--- config.mk ---
export PLATFORM = sky130hd
export DESIGN_NAME = seg_scan_ctrl
export DESIGN_NICKNAME = d
export VERILOG_FILES = /design/src/rtl/seg_pkg.sv /design/src/rtl/hex7seg.sv /design/src/rtl/seg_scan_ctrl.sv
export SDC_FILE = /design/constraint.sdc
export NUM_CORES = 1
export LEC_CHECK = 0
export ABC_AREA = 1
export CAP_MARGIN = 20
export CORE_MARGIN = 8
export CORE_UTILIZATION = 39
export CTS_CLUSTER_SIZE = 10
export DETAILED_ROUTE_END_ITERATION = 8
export PLACE_DENSITY = 0.71
export SYNTH_ARGS = -nofsm -noshare
export SYNTH_HDL_FRONTEND = slang
export SYNTH_SLANG_ARGS = --single-unit
--- constraint.sdc ---
create_clock -name clk -period 1.9 [get_ports clk]
set_clock_uncertainty 0.1 [all_clocks]
set_input_delay 0.19 -clock clk [delete_from_list [all_inputs] [get_ports clk]]
set_output_delay 0.19 -clock clk [all_outputs]
set_load 0.02 [all_outputs]
--- src/rtl/seg_pkg.sv ---
// Shared constants, state type and helpers for the 7-segment scan controller.
// Latency: n/a (declarations only).
// Backpressure: n/a.
package seg_pkg;

   // Both buses are active-low, so "all ones" means dark.
   localparam logic [7:0] SEG_BLANK = 8'hFF;
   localparam logic [3:0] AN_OFF    = 4'hF;

   // Active-low segment codes, bit7 = dp (kept off), bits 6:0 = g..a.
   // Entry 15 is written first so that SEG_TABLE[n] is the code for hex digit n.
   localparam logic [15:0][7:0] SEG_TABLE = {
      8'h8E, 8'h86, 8'hA1, 8'hC6, 8'h83, 8'h88, 8'h90, 8'h80,
      8'hF8, 8'h82, 8'h92, 8'h99, 8'hB0, 8'hA4, 8'hF9, 8'hC0
   };

   typedef enum logic {
      ST_GUARD = 1'b0,
      ST_SHOW  = 1'b1
   } state_t;

   // Digits above the most significant nonzero nibble are marked for blanking.
   // Digit 0 always stays visible so a zero value still shows "0".
   function automatic logic [3:0] lzb_mask(input logic [15:0] v);
      return {v[15:12] == 4'h0, v[15:8] == 8'h00, v[15:4] == 12'h000, 1'b0};
   endfunction

endpackage

--- src/rtl/hex7seg.sv ---
// Hex nibble to active-low 7-segment decoder (g..a in bits 6:0).
// Latency: combinational.
// Backpressure: none.
module hex7seg
   import seg_pkg::*;
(
   input  logic [3:0] nib_i,
   output logic [6:0] seg_o
);

   assign seg_o = SEG_TABLE[nib_i][6:0];

endmodule

--- src/rtl/seg_scan_ctrl.sv ---
// 4-digit common-anode 7-segment scan controller with guard interval and frame-aligned value commit.
// Latency: registered Moore outputs; a transferred value is visible at most one frame + GUARD + 1 cycles later.
// Backpressure: upd_ready low while a value waits for the frame boundary. SEG_LZB_EN enables leading-zero blanking.
module seg_scan_ctrl
   import seg_pkg::*;
#(
   parameter int SCAN_DIV = 50000,
   parameter int GUARD    = 500
) (
   input  logic        clk,
   input  logic        rst,
   input  logic        upd_valid,
   output logic        upd_ready,
   input  logic [15:0] upd_value,
   input  logic [3:0]  upd_dp,
   input  logic [3:0]  en_mask,
   output logic [7:0]  DISP,
   output logic [3:0]  AN,
   output logic        frame_tick
);

   localparam int CW = $clog2(SCAN_DIV);
   // cnt runs across the whole slot: 0..GUARD-1 dark, GUARD..SCAN_DIV-1 lit.
   localparam logic [CW-1:0] GUARD_LAST = CW'(GUARD - 1);
   localparam logic [CW-1:0] SLOT_LAST  = CW'(SCAN_DIV - 1);
   localparam logic [CW-1:0] PRE_LAST   = CW'(SCAN_DIV - 2);

   state_t          state_q;
   logic [1:0]      idx_q;
   logic [CW-1:0]   cnt_q;
   logic [15:0]     shadow_q;
   logic [3:0]      shadow_dp_q;
   logic [15:0]     active_q;
   logic [3:0]      active_dp_q;
   logic            pending_q;
   logic [3:0]      an_q;
   logic [7:0]      disp_q;
   logic            tick_q;

   logic            show_entry;
   logic            slot_end;
   logic            frame_end;
   logic            pre_frame_end;
   logic            commit;
   logic            take;
   logic            digit_lit;
   logic [3:0]      nib;
   logic [3:0]      blank;
   logic [6:0]      seg;

   assign show_entry    = (state_q == ST_GUARD) && (cnt_q == GUARD_LAST);
   assign slot_end      = (state_q == ST_SHOW) && (cnt_q == SLOT_LAST);
   assign frame_end     = slot_end && (idx_q == 2'd3);
   // SHOW always lasts at least two cycles, so the cycle before the frame end is also in SHOW.
   assign pre_frame_end = (state_q == ST_SHOW) && (idx_q == 2'd3) && (cnt_q == PRE_LAST);

   assign commit = frame_end && pending_q;
   // A commit cycle still has pending_q set, so it can never also take a value.
   assign take   = upd_valid && !pending_q;

   assign nib       = active_q[{idx_q, 2'b00} +: 4];
   assign digit_lit = en_mask[idx_q] && !blank[idx_q];

   hex7seg u_hex7seg (
      .nib_i (nib),
      .seg_o (seg)
   );

`ifdef SEG_LZB_EN
   logic [3:0] blank_q;

   // Blank mask follows the active value, so it only changes when a value is committed.
   always_ff @(posedge clk) begin
      if (rst) begin
         blank_q <= lzb_mask(16'h0000);
      end else if (commit) begin
         blank_q <= lzb_mask(shadow_q);
      end
   end

   assign blank = blank_q;
`else
   assign blank = 4'b0000;
`endif

   // Slot FSM: dark guard then lit digit; output flops load on the edge that changes state.
   always_ff @(posedge clk) begin
      if (rst) begin
         state_q <= ST_GUARD;
         idx_q   <= 2'd0;
         cnt_q   <= '0;
         an_q    <= AN_OFF;
         disp_q  <= SEG_BLANK;
         tick_q  <= 1'b0;
      end else begin
         tick_q <= pre_frame_end;
         if (show_entry) begin
            state_q <= ST_SHOW;
            cnt_q   <= cnt_q + CW'(1);
            // en_mask is only looked at here, so a slot never flickers mid-way.
            if (digit_lit) begin
               an_q   <= ~(4'b0001 << idx_q);
               disp_q <= {~active_dp_q[idx_q], seg};
            end else begin
               an_q   <= AN_OFF;
               disp_q <= SEG_BLANK;
            end
         end else if (slot_end) begin
            state_q <= ST_GUARD;
            idx_q   <= idx_q + 2'd1;
            cnt_q   <= '0;
            an_q    <= AN_OFF;
            disp_q  <= SEG_BLANK;
         end else begin
            cnt_q <= cnt_q + CW'(1);
         end
      end
   end

   // Update path: accept into the shadow, move to active only at the frame boundary.
   always_ff @(posedge clk) begin
      if (rst) begin
         pending_q   <= 1'b0;
         shadow_q    <= '0;
         shadow_dp_q <= '0;
         active_q    <= '0;
         active_dp_q <= '0;
      end else if (commit) begin
         active_q    <= shadow_q;
         active_dp_q <= shadow_dp_q;
         pending_q   <= 1'b0;
      end else if (take) begin
         shadow_q    <= upd_value;
         shadow_dp_q <= upd_dp;
         pending_q   <= 1'b1;
      end
   end

   assign upd_ready  = !pending_q;
   assign AN         = an_q;
   assign DISP       = disp_q;
   assign frame_tick = tick_q;

endmodule

# After elaboration in Yosys (flattened, before gate mapping)
# Memory sizes are Yosys's and may differ from the RTL's.
# Cells that the tools add are included.
[word_totals]
reg_bits = 73
mem_bits_ro = 128
input_bits = 27
out_inout_bits = 14
elab_cells = 58
mem_count = 1
[classes]
addsub = 2
magnitude_cmp = 2
n_eq_ne = 4
shifts = 2
muxes = 17
n_bitwise = 5
n_reduce_logical = 14
[memory_table]
columns = ["name", "depth", "word_bits", "read_ports", "rd_clocked_by_memory_dff", "write_ports", "line_no", "text"]
rows = [
  ["(no name shown)", 16, 8, 1, 0, 0, "hex7seg.sv:11", "assign seg_o = SEG_TABLE[nib_i][6:0];"],
]
[ops]
columns = ["operator", "count"]
rows = [
  ["16-bit == test, second input constant", 2],
  ["16-bit two-way mux", 2],
  ["8-bit two-way mux", 3],
  ["16-bit by 1-bit adder with 16-bit output, second input constant", 1],
  ["16-bit by 9-bit == test with 1-bit output, second input constant", 1],
  ["16-bit by 5-bit variable part select with 4-bit output", 1],
  ["4-bit two-way mux", 3],
  ["1-bit logical AND", 8],
  ["7-bit two-way mux", 1],
  ["1-bit binary-select mux with 2-bit select", 3],
  ["4-bit by 5-bit less-than comparator with 1-bit output, second input constant", 1],
  ["1-bit two-way mux", 5],
  ["1-bit NOT", 4],
  ["4-bit NOT", 1],
  ["2-bit AND reduction", 2],
  ["1-bit by 2-bit << shifter with 4-bit output, first input constant", 1],
  ["2-bit by 3-bit less-than comparator with 1-bit output, second input constant", 1],
  ["2-bit by 1-bit adder with 2-bit output, second input constant", 1],
  ["2-bit == test, second input constant", 1],
  ["1-bit logical NOT", 2],
  ["2-bit nonzero test", 1],
  ["2-bit OR reduction", 1],
]

# Logic depth before layout (Yosys ltp)
[depth]
ltp_word = 6
depth_mapped = 13
mapped_depth_nobuf = 12

# By module
# Synthesis repeated with hierarchy kept, for this count alone.
[hier_totals]
hier_cells = 533
hier_area_um2 = 3717.3
[modules_own_cells]
columns = ["mod", "instances", "cells_each", "area_each_um2", "seq_area_each_um2"]
rows = [
  ["seg_scan_ctrl", 1, 484, 3443.3, 1461.4],
  ["hex7seg", 1, 49, 274.0, 0.0],
]

# Worst setup path after synthesis
# OpenSTA, ideal clock, no wires.
[synth_path]
kind = "register to register"
start = "register idx_q[0]"
end = "register disp_q[0], in the netlist DISP[0]"
setup_time_ps = 126
t_arrival_ps = 1529
required_ps = 1674
setup_slack_ps = 145
path_stages_with_launch = 14
n_path_buf = 1
period_less_slack_ps = 1755
path_cell_list = "dfxtp_1 > inv_2 > buf_6 > nand2_1 > nand3_1 > nand2_1 > inv_1 > ha_1 > nand3_1 > nor2_1 > nor2_1 > nand3_1 > nand2_1 > nand2_1"
[synth_via]
elab_chain_len = 6
word_cells_on_any_way = 11
classes_between = "shift: 1; mux: 7; reduce/logical: 2; memory: 1"
[synth_lines]
columns = ["item", "line_no", "text"]
rows = [
  ["from (decl)", "seg_scan_ctrl.sv:29", "logic [1:0] idx_q;"],
  ["from (signal assigned)", "seg_scan_ctrl.sv:110", "idx_q <= idx_q + 2'd1;"],
  ["parallel branches: the longest is 4 deep, another holds memory 16 x 8 bit", "--", ""],
  ["8-bit two-way mux (*)", "seg_scan_ctrl.sv:101", "if (digit_lit) begin"],
  ["8-bit two-way mux (*)", "seg_scan_ctrl.sv:97", "if (show_entry) begin"],
  ["to (signal assigned)", "seg_scan_ctrl.sv:103", "disp_q <= {~active_dp_q[idx_q], seg};"],
  ["to (decl)", "seg_scan_ctrl.sv:37", "logic [7:0] disp_q;"],
]
# Every way passes the cells marked *. The select of a mux whose other input is x is not followed.
# A chain may end at the register's enable or synchronous reset.

# Final worst setup path
# Ends and elaborated chain as after synthesis.

==> impl_metrics.csv <==
group,metric,value,unit
run_status,status,"finished clean",
floorplanning,fp-row-count,34,
clock_network,htreeDepth,3,
grt,antenna_found_initial,0,
sta,post-route-period-util,91.7,%
layout,drive_gt1_share,11.1,%
grt,grt_overflow_total,0,
layout,final_area,4210,um^2
logic_synthesis,synth-seq-cells,73,
sta,setup_slack,0.159,ns
critical_path,crit_cells,12,
layout,nets,565,
layout,num-fill-cells,879,
routing,vias_per_cell,4.85,
floorplanning,core,8550,um^2
power,power,0.00324,W
critical_path,arrival,1.88,ns
logic_synthesis,seq_area_frac_synth,43.4,%
logic_synthesis,netlist_instances,474,
sta,setup_violations,0,
critical_path,crit_family,"simple AND/OR/NAND/NOR gates",
sta,max_freq,0.574,GHz
critical_path,cp_common_cell,"nand2_1",
logic_synthesis,synth_edf_count,0,
clock_network,clk-insertion-delay-late,0.35,ns
clock_network,cts_hold_buf,0,
placed_design,io_buffers,40,
layout,final_cell_mix,"nor2_1 (107), nand2_1 (90), dfxtp_1 (70)",
critical_path,reg2regPathDepth,12,
placed_design,dpl_cell_area,3940,um^2
hold_path,hold_path_class,"input port to register",
floorplanning,die_w,109,um
clock_network,cts_sinks,73,
clock_network,cts_tree,"done",
logic_synthesis,synth-main-ff-cell,"dfxtp_1",
grt,track_usage,14.0,%
logic_synthesis,yosysUniqueCellTypes,30,
floorplanning,start_util,39.3,%
floorplanning,die_y,109,um
logic_synthesis,synth_fp_nets,513,
sta,relSlewSlack,61.8,%
sta,slew_violations,0,
placed_design,pre_cts_slack,0.0647,ns
power,leakagePower,1.81,nW
logic_synthesis,syn_area_per_cell,7.10,um^2
power,p_per_area,768,nW/um^2
critical_path,cpMaxStageDelayCell,"dfxtp_4",
critical_path,cp_cell_sequence,"inv_4, nand2_1, nand3_1, nand2_1, buf_4, ha_1, nand3_1, nor2_1, nor2_1, nand3_1, nand2_1, nand2_1",
logic_synthesis,netlist_area,3360,um^2
critical_path,worstSetupEndpointType,"register",
floorplanning,die_area,11900,um^2
layout,fin_util,49.2,%
grt,grt_pass1_wl,13500,um
placed_design,place_congestion,0.898,
placed_design,dp_hpwl,5720,um
power,peakVddDrop,0.404,mV
layout,syn_to_final_growth,25.1,%
critical_path,max_stage_delay,0.38,ns
logic_synthesis,synth-async-reset-ratio,0,%
hold_path,worstHoldPathCells,3,
sta,final.setup.tns,0,ns
clock_network,cts_buffers,9,
routing,drt_iter0_markers,114,
routing,ant_nets,0,
clock_network,clk_pin_slew,0.08,ns
sta,hold_viol,0,
logic_synthesis,ys.warnings.count,0,
sta,worst_pin_slew,0.573,ns
routing,drc,0,
critical_path,crit_fanout,10,
critical_path,path_class,"register to register",
sta,timing.final.crit_period,1.74,ns
layout,final_common_cell,"nor2_1",
critical_path,cp.required,2.04,ns
run,cap_violations,0,
clock_network,cts-root-buf,"clkbuf_8",
grt,grt_max_degree,37,
routing,wire_per_inst,12.2,um
clock_network,clock_path_buffers,2,
floorplanning,ios,41,
routing,firstDrtPassIters,4,
critical_path,path_buf_inv,2,
routing,wl,7830,um
routing,dr_total_vias,3101,
layout,diodes,0,
critical_path,start_kind,"register",
grt,grt_pass1_vias,2988,
registers in the layout, indices dropped and copies added, names as in the netlist:
signal,count
AN,4
DISP,8
active_dp_q,4
active_q,16
cnt_q,16
frame_tick,1
idx_q,2
pending_q,1
shadow_dp_q,4
shadow_q,16
state_q,1
cells by family after synthesis:
kind of cell / share of synthesized area [%]
flops: 43.4
simple gates: 33.2
buf+inv: 7.18
fa+ha+maj: 4.46
compound gates: 10.2
xor+xnor: 1.56
per-stage QoR:
stage	std cells	hold WS [ns]
finish	639	0.317
global route	639	0.322
CTS	637	0.311
detailed placement	621	0.358
global placement	621	0.356
floorplan	474	0.223
what timing repair did:
item | CTS | global route
gates resized for setup | 0 | 7
setup buffers | 0 | 1
setup endpoints to repair | 0 | 9
final timing paths:
check	from	slack (ns)	end
min reg2reg	cnt_q[0]	0.35	cnt_q[0]
max	idx_q[0]	0.16	DISP[0]
max reg2reg	idx_q[0]	0.16	DISP[0]
min	upd_value[11]	0.32	shadow_q[11]
layout make-up:
type                       count  area (um^2)  area share [%]
timing repair buffer          56          533            12.7
multi-input combinational    344         1670            39.6
clock buffer                  11          141            3.36
timing repair inverter         1         7.51           0.178
tap                          108          135            3.21
clock inverter                 5          103            2.44
sequential                    73         1470            34.9
inverter                      41          156            3.71
cells in the mapped netlist, types with 2 or more instances:
| library cell | count | area, um^2 |
|---|---|---|
| a21oi_1 | 11 | 55.1 |
| buf_2 | 4 | 20.0 |
| buf_6 | 3 | 33.8 |
| clkbuf_1 | 9 | 33.8 |
| dfxtp_1 | 73 | 1460 |
| ha_1 | 12 | 150 |
| inv_1 | 29 | 109 |
| inv_2 | 11 | 41.3 |
| nand2_1 | 90 | 338 |
| nand2_2 | 4 | 25.0 |
| nand3_1 | 36 | 180 |
| nand4_1 | 6 | 37.5 |
| nor2_1 | 107 | 402 |
| nor2_4 | 3 | 33.8 |
| nor3_1 | 5 | 25.0 |
| nor3_2 | 2 | 20.0 |
| o21ai_0 | 25 | 125 |
| o21ai_1 | 28 | 140 |
| xnor2_1 | 2 | 17.5 |
| xor2_1 | 4 | 35.0 |
worst reg2reg max path: stages, from the launching register on:
cell and delay (ns):
dfxtp_4 0.38, inv_4 0.10, nand2_1 0.06, nand3_1 0.07, nand2_1 0.08, buf_4 0.16, ha_1 0.22, nand3_1 0.09
nor2_1 0.05, nor2_1 0.12, nand3_1 0.09, nand2_1 0.07, nand2_1 0.04
layer usage:
metal	vias up	share of wire (%)	track usage, %
li1	1619	-	-
met4	0	1.8	6.84
met3	13	3.9	3.01
met2	55	47	22.0
met1	1414	47	17.8
met5	-	0	0
power breakdown:
| part | internal (W) | leakage, nW | switching (W) |
|---|---|---|---|
| sequential | 0.00157 | 0.595 | 0.0000250 |
| clock | 0.000906 | 0.120 | 0.000574 |
| combinational | 0.0000828 | 1.09 | 0.0000789 |
| total | 0.00256 | 1.81 | 0.000678 |
(Power assumes the default switching activity.)
